$ cat config.mk
export PLATFORM = sky130hd
export DESIGN_NAME = md_host_sequencer
export DESIGN_NICKNAME = d
export VERILOG_FILES = /design/src/rtl/md_host_sequencer.sv
export SDC_FILE = /design/constraint.sdc
export NUM_CORES = 1
export LEC_CHECK = 0
export CAP_MARGIN = 40
export CORE_AREA = 2 2 353 355
export CTS_CLUSTER_DIAMETER = 100
export DETAILED_ROUTE_END_ITERATION = 10
export DIE_AREA = 0 0 355 357
export HOLD_SLACK_MARGIN = 0.03
export PLACE_DENSITY_LB_ADDON = 0.2
export SYNTH_ARGS = -nofsm -noshare
export SYNTH_HDL_FRONTEND = slang
export SYNTH_SLANG_ARGS = --single-unit
$ cat constraint.sdc
create_clock -name ap_clk -period 3.67 [get_ports ap_clk]
set_clock_uncertainty 0.15 [all_clocks]
set_input_delay 0.734 -clock ap_clk [delete_from_list [all_inputs] [get_ports ap_clk]]
set_output_delay 0.734 -clock ap_clk [all_outputs]
set_load 0.01 [all_outputs]
$ cat src/rtl/md_host_sequencer.sv
// -----------------------------------------------------------------------------
// md_host_sequencer
//
// Host-side controller for one MD_Wrapper run. For each timestep it:
//   1. loads N particle records from a 1-cycle-latency source BRAM into the
//      MD core, one md_elem_write strobe per (2 + WR_GAP) cycles,
//   2. waits COMPUTE_CYCLES cycles with every strobe low,
//   3. drains N results through the md_read_ctrl / md_elem_read handshake
//      into a result buffer (res_* appear the cycle after md_elem_read),
//   4. advances md_step.
// The load/compute/drain cycle repeats for num_steps timesteps, then done
// pulses for one cycle. A missing md_elem_read for RD_TIMEOUT cycles sets
// the sticky error flag and aborts the run without done.
//
// Ports
//   ap_clk, ap_rst_n        clock, asynchronous active-low reset
//   start                   one-cycle start pulse, honoured only when idle
//   num_particles           particle count N, sampled on accepted start
//   num_steps               timestep count, sampled on accepted start
//   src_en, src_addr        source BRAM read port
//   src_data                source BRAM data, valid the cycle after src_en
//   md_d_in, md_elem_write  record and write strobe to the MD core
//   md_step                 current timestep index to the MD core
//   md_read_ctrl            one-cycle result request to the MD core
//   md_elem_read, md_d_out  result strobe and data from the MD core
//   res_wr_en, res_addr,
//   res_data                result buffer write port
//   busy                    high whenever the sequencer is not idle
//   done                    one-cycle pulse on normal completion
//   error                   sticky read-timeout flag, cleared by next start
// -----------------------------------------------------------------------------
module md_host_sequencer #(
   parameter int ADDR_W         = 9,
   parameter int DIN_W          = 210,
   parameter int DOUT_W         = 192,
   parameter int WR_GAP         = 2,
   parameter int COMPUTE_CYCLES = 10000,
   parameter int RD_TIMEOUT     = 1023
) (
   input  logic              ap_clk,
   input  logic              ap_rst_n,
   input  logic              start,
   input  logic [ADDR_W-1:0] num_particles,
   input  logic [31:0]       num_steps,
   output logic              src_en,
   output logic [ADDR_W-1:0] src_addr,
   input  logic [DIN_W-1:0]  src_data,
   output logic [DIN_W-1:0]  md_d_in,
   output logic              md_elem_write,
   output logic [31:0]       md_step,
   output logic              md_read_ctrl,
   input  logic              md_elem_read,
   input  logic [DOUT_W-1:0] md_d_out,
   output logic              res_wr_en,
   output logic [ADDR_W-1:0] res_addr,
   output logic [DOUT_W-1:0] res_data,
   output logic              busy,
   output logic              done,
   output logic              error
);

   localparam int GAP_W = (WR_GAP > 1) ? $clog2(WR_GAP) : 1;

   // Terminal counts: each counter starts at 0 on entry to its state, so the
   // state is left on the edge where the counter equals (length - 1).
   localparam logic [GAP_W-1:0]  GAP_LAST  = GAP_W'(WR_GAP - 1);
   localparam logic [31:0]       COMP_LAST = 32'(COMPUTE_CYCLES - 1);
   localparam logic [31:0]       TO_LAST   = 32'(RD_TIMEOUT - 1);
   localparam logic [ADDR_W-1:0] ADDR_ONE  = ADDR_W'(1);
   localparam logic [GAP_W-1:0]  GAP_ONE   = GAP_W'(1);

   typedef enum logic [2:0] {
      IDLE,
      LOAD_RD,
      LOAD_WR,
      LOAD_GAP,
      COMPUTE,
      DRAIN_REQ,
      DRAIN_WAIT,
      STEP_ADV
   } state_t;

   state_t            state;
   logic [ADDR_W-1:0] n_lat;
   logic [31:0]       steps_lat;
   logic [31:0]       step_cnt;
   logic [ADDR_W-1:0] idx;
   logic [GAP_W-1:0]  gap_cnt;
   logic [31:0]       comp_cnt;
   logic [31:0]       to_cnt;

   logic [ADDR_W-1:0] idx_inc;
   logic [31:0]       step_inc;

   // idx never exceeds N-1 before incrementing, and N fits in ADDR_W bits,
   // so idx_inc cannot overflow.
   assign idx_inc  = idx + ADDR_ONE;
   assign step_inc = step_cnt + 32'd1;

   // Every output is a register. Strobes default low each cycle and are
   // raised on the edge that enters the state in which they must be seen,
   // so src_en is high during LOAD_RD, md_read_ctrl during DRAIN_REQ, and
   // md_elem_write during the first LOAD_GAP cycle. md_elem_write and
   // md_read_ctrl therefore can never coincide.
   always_ff @(posedge ap_clk or negedge ap_rst_n) begin
      if (!ap_rst_n) begin
         state         <= IDLE;
         n_lat         <= '0;
         steps_lat     <= '0;
         step_cnt      <= '0;
         idx           <= '0;
         gap_cnt       <= '0;
         comp_cnt      <= '0;
         to_cnt        <= '0;
         src_en        <= 1'b0;
         src_addr      <= '0;
         md_d_in       <= '0;
         md_elem_write <= 1'b0;
         md_step       <= '0;
         md_read_ctrl  <= 1'b0;
         res_wr_en     <= 1'b0;
         res_addr      <= '0;
         res_data      <= '0;
         busy          <= 1'b0;
         done          <= 1'b0;
         error         <= 1'b0;
      end else begin
         src_en        <= 1'b0;
         md_elem_write <= 1'b0;
         md_read_ctrl  <= 1'b0;
         res_wr_en     <= 1'b0;
         done          <= 1'b0;

         case (state)
            IDLE: begin
               if (start) begin
                  n_lat     <= num_particles;
                  steps_lat <= num_steps;
                  error     <= 1'b0;
                  md_step   <= '0;
                  step_cnt  <= '0;
                  idx       <= '0;
                  // An empty run completes immediately without touching
                  // the BRAM or the MD core.
                  if ((num_particles == '0) || (num_steps == '0)) begin
                     done <= 1'b1;
                  end else begin
                     state    <= LOAD_RD;
                     busy     <= 1'b1;
                     src_en   <= 1'b1;
                     src_addr <= '0;
                  end
               end
            end

            LOAD_RD: begin
               state <= LOAD_WR;
            end

            // src_data is valid in this cycle (one cycle after src_en).
            LOAD_WR: begin
               md_d_in       <= src_data;
               md_elem_write <= 1'b1;
               idx           <= idx_inc;
               gap_cnt       <= '0;
               state         <= LOAD_GAP;
            end

            LOAD_GAP: begin
               if (gap_cnt == GAP_LAST) begin
                  if (idx == n_lat) begin
                     comp_cnt <= '0;
                     state    <= COMPUTE;
                  end else begin
                     src_en   <= 1'b1;
                     src_addr <= idx;
                     state    <= LOAD_RD;
                  end
               end else begin
                  gap_cnt <= gap_cnt + GAP_ONE;
               end
            end

            COMPUTE: begin
               if (comp_cnt == COMP_LAST) begin
                  idx          <= '0;
                  md_read_ctrl <= 1'b1;
                  state        <= DRAIN_REQ;
               end else begin
                  comp_cnt <= comp_cnt + 32'd1;
               end
            end

            DRAIN_REQ: begin
               to_cnt <= '0;
               state  <= DRAIN_WAIT;
            end

            // md_elem_read is only looked at here; strobes arriving in any
            // other state are dropped.
            DRAIN_WAIT: begin
               if (md_elem_read) begin
                  res_wr_en <= 1'b1;
                  res_addr  <= idx;
                  res_data  <= md_d_out;
                  idx       <= idx_inc;
                  if (idx_inc == n_lat) begin
                     state <= STEP_ADV;
                  end else begin
                     md_read_ctrl <= 1'b1;
                     state        <= DRAIN_REQ;
                  end
               end else if (to_cnt == TO_LAST) begin
                  error <= 1'b1;
                  busy  <= 1'b0;
                  state <= IDLE;
               end else begin
                  to_cnt <= to_cnt + 32'd1;
               end
            end

            STEP_ADV: begin
               md_step  <= md_step + 32'd1;
               step_cnt <= step_inc;
               if (step_inc == steps_lat) begin
                  done  <= 1'b1;
                  busy  <= 1'b0;
                  state <= IDLE;
               end else begin
                  idx      <= '0;
                  src_en   <= 1'b1;
                  src_addr <= '0;
                  state    <= LOAD_RD;
               end
            end

            default: begin
               busy  <= 1'b0;
               state <= IDLE;
            end
         endcase
      end
   end

endmodule

# After elaboration in Yosys (flattened, before gate mapping)
# Cells that the tools add are included.
# W data, S select, Z words.
[classes]
add_sub_neg = 6
reduce_logical = 22
n_mux = 59
n_eq_ne = 26
[ops]
columns = ["op", "count"]
rows = [
  ["$pmux W32 S2", 4],
  ["$mux W32", 6],
  ["$add A32 B1 Y32 const B", 4],
  ["$mux W9", 8],
  ["$pmux W9 S5", 1],
  ["$eq A32 B10 Y1 const B", 1],
  ["$eq A32 B14 Y1 const B", 1],
  ["$eq A32 B32 Y1", 1],
  ["$logic_not A32 Y1", 1],
  ["$pmux W9 S3", 1],
  ["$ne A2 B2 Y1 const B", 13],
  ["$mux W1", 24],
  ["$pmux W3 S8", 1],
  ["$mux W3", 7],
  ["$eq A9 B9 Y1", 2],
  ["$eq A3 B3 Y1 const B", 4],
  ["$reduce_and A6 Y1", 2],
  ["$reduce_and A5 Y1", 2],
  ["$reduce_bool A2 Y1", 5],
  ["$add A9 B1 Y9 const B", 1],
  ["$logic_not A9 Y1", 1],
  ["$pmux W1 S2", 4],
  ["$reduce_and A4 Y1", 2],
  ["$eq A3 B2 Y1 const B", 2],
  ["other kinds (11)", 15],
]
[word_totals]
inputBits = 447
word_cells = 133
regBits = 609
out_inout_bits = 459

# Logic depth before layout (Yosys ltp)
[logic_depth]
ltp_word = 5
mapped_depth = 10
depth_no_buf = 10

# Worst setup path after synthesis
# No wires, ideal clock.
[synth_path]
path_type = "reg-to-reg"
from = "register step_cnt[0]"
to = "register busy"
setup_ns = 0.126
stages_incl_launch_ff = 11
synth_period_minus_slack_ns = 2.979
arrival_time_ns = 2.703
path_slack_ns = 0.691
n_path_buf = 1
required_ns = 3.394
path_cell_list = "dfrtp_1 -> ha_1 -> nand3_1 -> clkbuf_1 -> o311ai_0 -> a21boi_0 -> or4_1 -> nor4b_2 -> and4b_1 -> nand3_2 -> a221o_1"
[synth_between]
elab_chain_len = 4
[synth_lines]
columns = ["item", "line_no", "source"]
rows = [
  ["start, declared", "86", "logic [31:0] step_cnt;"],
  ["start signal, assigned", "224", "step_cnt <= step_inc;"],
  ["$add A32 B1 Y32", "98", "assign step_inc = step_cnt + 32'd1;"],
  ["$eq A32 B32 Y1", "225", "if (step_inc == steps_lat) begin"],
  ["$ne A2 B2 Y1 (no source line)", "-", ""],
  ["$reduce_and A6 Y1 (no source line)", "-", ""],
  ["end signal, assigned", "124", "busy <= 1'b0;"],
  ["end signal, assigned", "227", "busy <= 1'b0;"],
  ["end signal, assigned", "238", "busy <= 1'b0;"],
  ["end, declared", "57", "output logic busy,"],
]
# No other way between the ends.
# A chain may end at the register's enable or synchronous reset.

# Final worst setup path
# Ends and elaborated chain as after synthesis.

==> key figures <==
Floorplan
  – IO Pins: 906
  – Core ar.: 123,000 um2
  – Die width: 355 um
  – Row cnt: 129
  – Starting Density: 21.2%
  – Die H: 357 um
  – Die area: 127,000 um2

Global routing
  – First-pass GRT wire length: 153,000 um
  – Initial antenna violation count: 7
  – Met1 GRT Util: 20.6%
  – GR Util met3: 4.21%
  – Most used routing layer: met2
  – Grt met2 use: 26.4%
  – Total grt overflow: 0
  – Largest net degree at the start of global routing: 135
  – Tot GR Track Use: 16.0%
  – Vias in the first global route: 22,100

Synthesis
  – Top-count cell post-synth: nand2_1
  – Post-Synthesis Cells: 2,444
  – Register area share after synthesis: 58.6%
  – Cell taking the most area after synthesis: dfrtp_1
  – Top FF cell, synth: dfrtp_1
  – Synthesized cell area: 26,000 um2
  – Syn Nets: 2,897
  – Netlist cell types: 67
  – Average size of a mapped cell: 10.6 um2
  – Top post-synthesis cells by count: 723 x nand2_1, 609 x dfrtp_1, 251 x mux2_2, 111 x clkbuf_1, 105 x nor2_1
  – Ys async rst share: 100%
  – Top cell type's share of synthesized area: 58.6%
  – Yosys warns: 0
  – Synthesized flop and latch total: 609
  – EDFF count, synth: 0
  – Ranking of synthesized cells by area: dfrtp_1 59%, mux2_2 11%, nand2_1 10%

Finish
  – Layout net count: 3,837
  – Synthesis-to-finish area growth: 55.1%
  – Filler instances: 12,600
  – Share of cells above drive strength 1: 13.9%
  – Post-route cell area: 40,400 um2

Timing
  – Worst slew margin: 43.5%
  – Worst slew pin tran: 0.835 ns
  – Max Fclk: 294 MHz
  – Final worst setup slack: 0.263 ns
  – Tmin final: 3.41 ns
  – RSZ-0062 raised after global routing: no
  – Final Hold Fails: 0
  – Fin crit share: 92.8%
  – Setup TNS: 0 ns
  – Final Max Tran Viols: 0
  – Final Setup Violations: 0

Critical path
  – Largest delay contributor family on the critical path: simple AND/OR/NAND/NOR gates
  – Worst r2r src: step_cnt[0]
  – WS Path Type: reg2reg
  – Crit path to: busy
  – Worst Setup End Kind: flop
  – CP max FO: 10
  – Cell mode on critical path: nand3_2
  – CP Cell Sequence: ha_2 > nand3_2 > nor4_4 > xnor2_1 > or4_1 > nor4b_2 > and4b_1 > nand3_2 > a221o_1
  – Worst Reg-to-Reg Cells: 9
  – Worst setup SP type: flop
  – WP buf/inv: 0
  – WP data required: 4.06 ns
  – Crit path DAT: 3.80 ns
  – CP Depth: 9
  – Slowest cell on the critical path: or4_1
  – Largest stage delay, worst path: 0.55 ns
  – Worst Setup SP: step_cnt[0]
  – R2R setup slack: 0.26 ns
  – R2R Path End: busy

Detailed routing
  – Residual DRC count: 0
  – Drt pass-1 iters: 5
  – WL/cell: 20.6 um
  – Total wire length: 105,000 um
  – Iter 0 DRT Violations: 1,131
  – Vias per Instance: 4.22
  – Via count: 21,500
  – Routed Antenna Nets: 0

Placement
  – Final RePlAce weighted congestion: 0.817
  – Post-DP HPWL: 80,000 um
  – Port Buffers: 905
  – Place WS: 0.137 ns
  – Placed cell area: 37,500 um2

Clocking
  – Sink Count: 609
  – Post-CTS Setup Inserts: 0
  – Worst-case clock buffer depth: 3
  – Htree depth: 3
  – Worst-path clk slew: 0.06 ns
  – CTS Buf Count: 79
  – Clock Root Buffer: clkbuf_16
  – CTS tree: done
  – Clk Latency, worst-skew pair: 0.65 ns

Pwr
  – Max IR drop VDD: 0.518 mV
  – Cell Pwr Density: 792 nW/um2
  – Leakage power: 17.4 nW

Outcome
  – Status: finished, final reports clean

Run
  – Max Cap Violations: 0

Min path
  – Hold Path Class: reg2reg
  – Hold path cells: 2
## through the flow
stage          cells  total power [mW]  hold slack, ns  util [%]
3_3_place_gp    4938              24.0           0.306      30.5
6_report        5085              32.0           0.318      32.8
3_5_place_dp    4939              24.0           0.311      30.5
2_1_floorplan   2444              16.2           0.288         -
5_1_grt         5084              33.8           0.343      32.8
4_1_cts         5080              32.5           0.326      32.8
## final cells by class
type / instances / area, um2 / share of cell area [%]
Timing Repair Buffer: 982 / 9910 / 24.5
Inverter: 12 / 50.0 / 0.124
Clock buffer: 113 / 2340 / 5.79
Multi-Input combinational cell: 1700 / 10300 / 25.6
Antenna cell: 5 / 12.5 / 0.0310
Sequential cell: 609 / 15200 / 37.8
Tap cell: 1637 / 2050 / 5.08
Clock inverter: 27 / 444 / 1.10
## per-layer routing
layer	up-vias	part of all wire, %
li1	10200	-
met1	10600	43
met2	590	49
met3	114	6.2
met4	2	2.0
met5	-	0.012
## cell usage in the layout, fill, tap and decap left out, types with 17 or more instances in the layout
| cell type | Yosys | layout |
|---|---|---|
| a21oi_1 | 31 | 30 |
| and3_1 | 30 | 30 |
| and4_1 | 17 | 17 |
| buf_12 | 0 | 21 |
| buf_4 | 0 | 55 |
| clkbuf_16 | 0 | 80 |
| clkbuf_8 | 0 | 21 |
| clkdlybuf4s50_1 | 0 | 904 |
| dfrtp_1 | 609 | 609 |
| mux2_2 | 251 | 251 |
| nand2_1 | 723 | 722 |
| nand3_1 | 71 | 68 |
| nand4_1 | 38 | 38 |
| nor2_1 | 105 | 104 |
| nor4_1 | 25 | 25 |
| o21ai_0 | 87 | 87 |
| o31ai_1 | 21 | 21 |
| xnor2_1 | 48 | 48 |
| xor2_1 | 59 | 59 |
## worst reg2reg max path: stages (launching register included)
cell     delay (ns)
dfrtp_1        0.45
ha_2           0.29
nand3_2        0.18
nor4_4         0.40
xnor2_1        0.14
or4_1          0.55
nor4b_2        0.28
and4b_1        0.26
nand3_2        0.23
a221o_1        0.36
## sequential cells by signal (all words and copies together) (netlist names), 3 cells and up
register   cells
md_d_in      210
md_step       32
src_addr       9
steps_lat     32
res_addr       9
res_data     192
comp_cnt      32
n_lat          9
to_cnt        32
state          3
step_cnt      32
idx            9
## cell families (layout without fill, tap and decap cells)
logic type      after synthesis  after routing  synth area share, %
simple gates               1103           1103                 18.8
fa+ha+maj                     6              6                0.288
mux                         264            264                 11.4
xor+xnor                    108            108                 3.69
other cells                   0              5                    0
compound gates              219            219                 5.29
flops                       609            609                 58.6
buf+inv                     135           1134                 1.97
## report_power, final
| group | internal (mW) | leakage, nW | total [mW] | switching (mW) |
|---|---|---|---|---|
| logic | 7.05 | 8.35 | 12.5 | 5.48 |
| registers | 9.35 | 7.66 | 11.2 | 1.83 |
| clock network | 5.02 | 1.37 | 8.26 | 3.24 |
## worst min-delay path by stage
stage | slack [ns] | to | startpoint
after floorplan | 0.29 | busy | ap_rst_n
after global placement | 0.31 | res_data[137] | res_data[137]
after detailed placement | 0.31 | res_data[75] | res_data[75]
after CTS | 0.33 | res_data[95] | res_data[95]
after global routing | 0.34 | res_data[23] | res_data[23]
final | 0.32 | res_data[155] | res_data[155]
## what timing repair did
item | in CTS | in global routing
hold buffers | 1 | 0
endpoints found under the hold margin | 39 | 0
endpoints found under the setup margin | 0 | 18
resized for setup | 0 | 2
(Power assumes the default switching activity.)
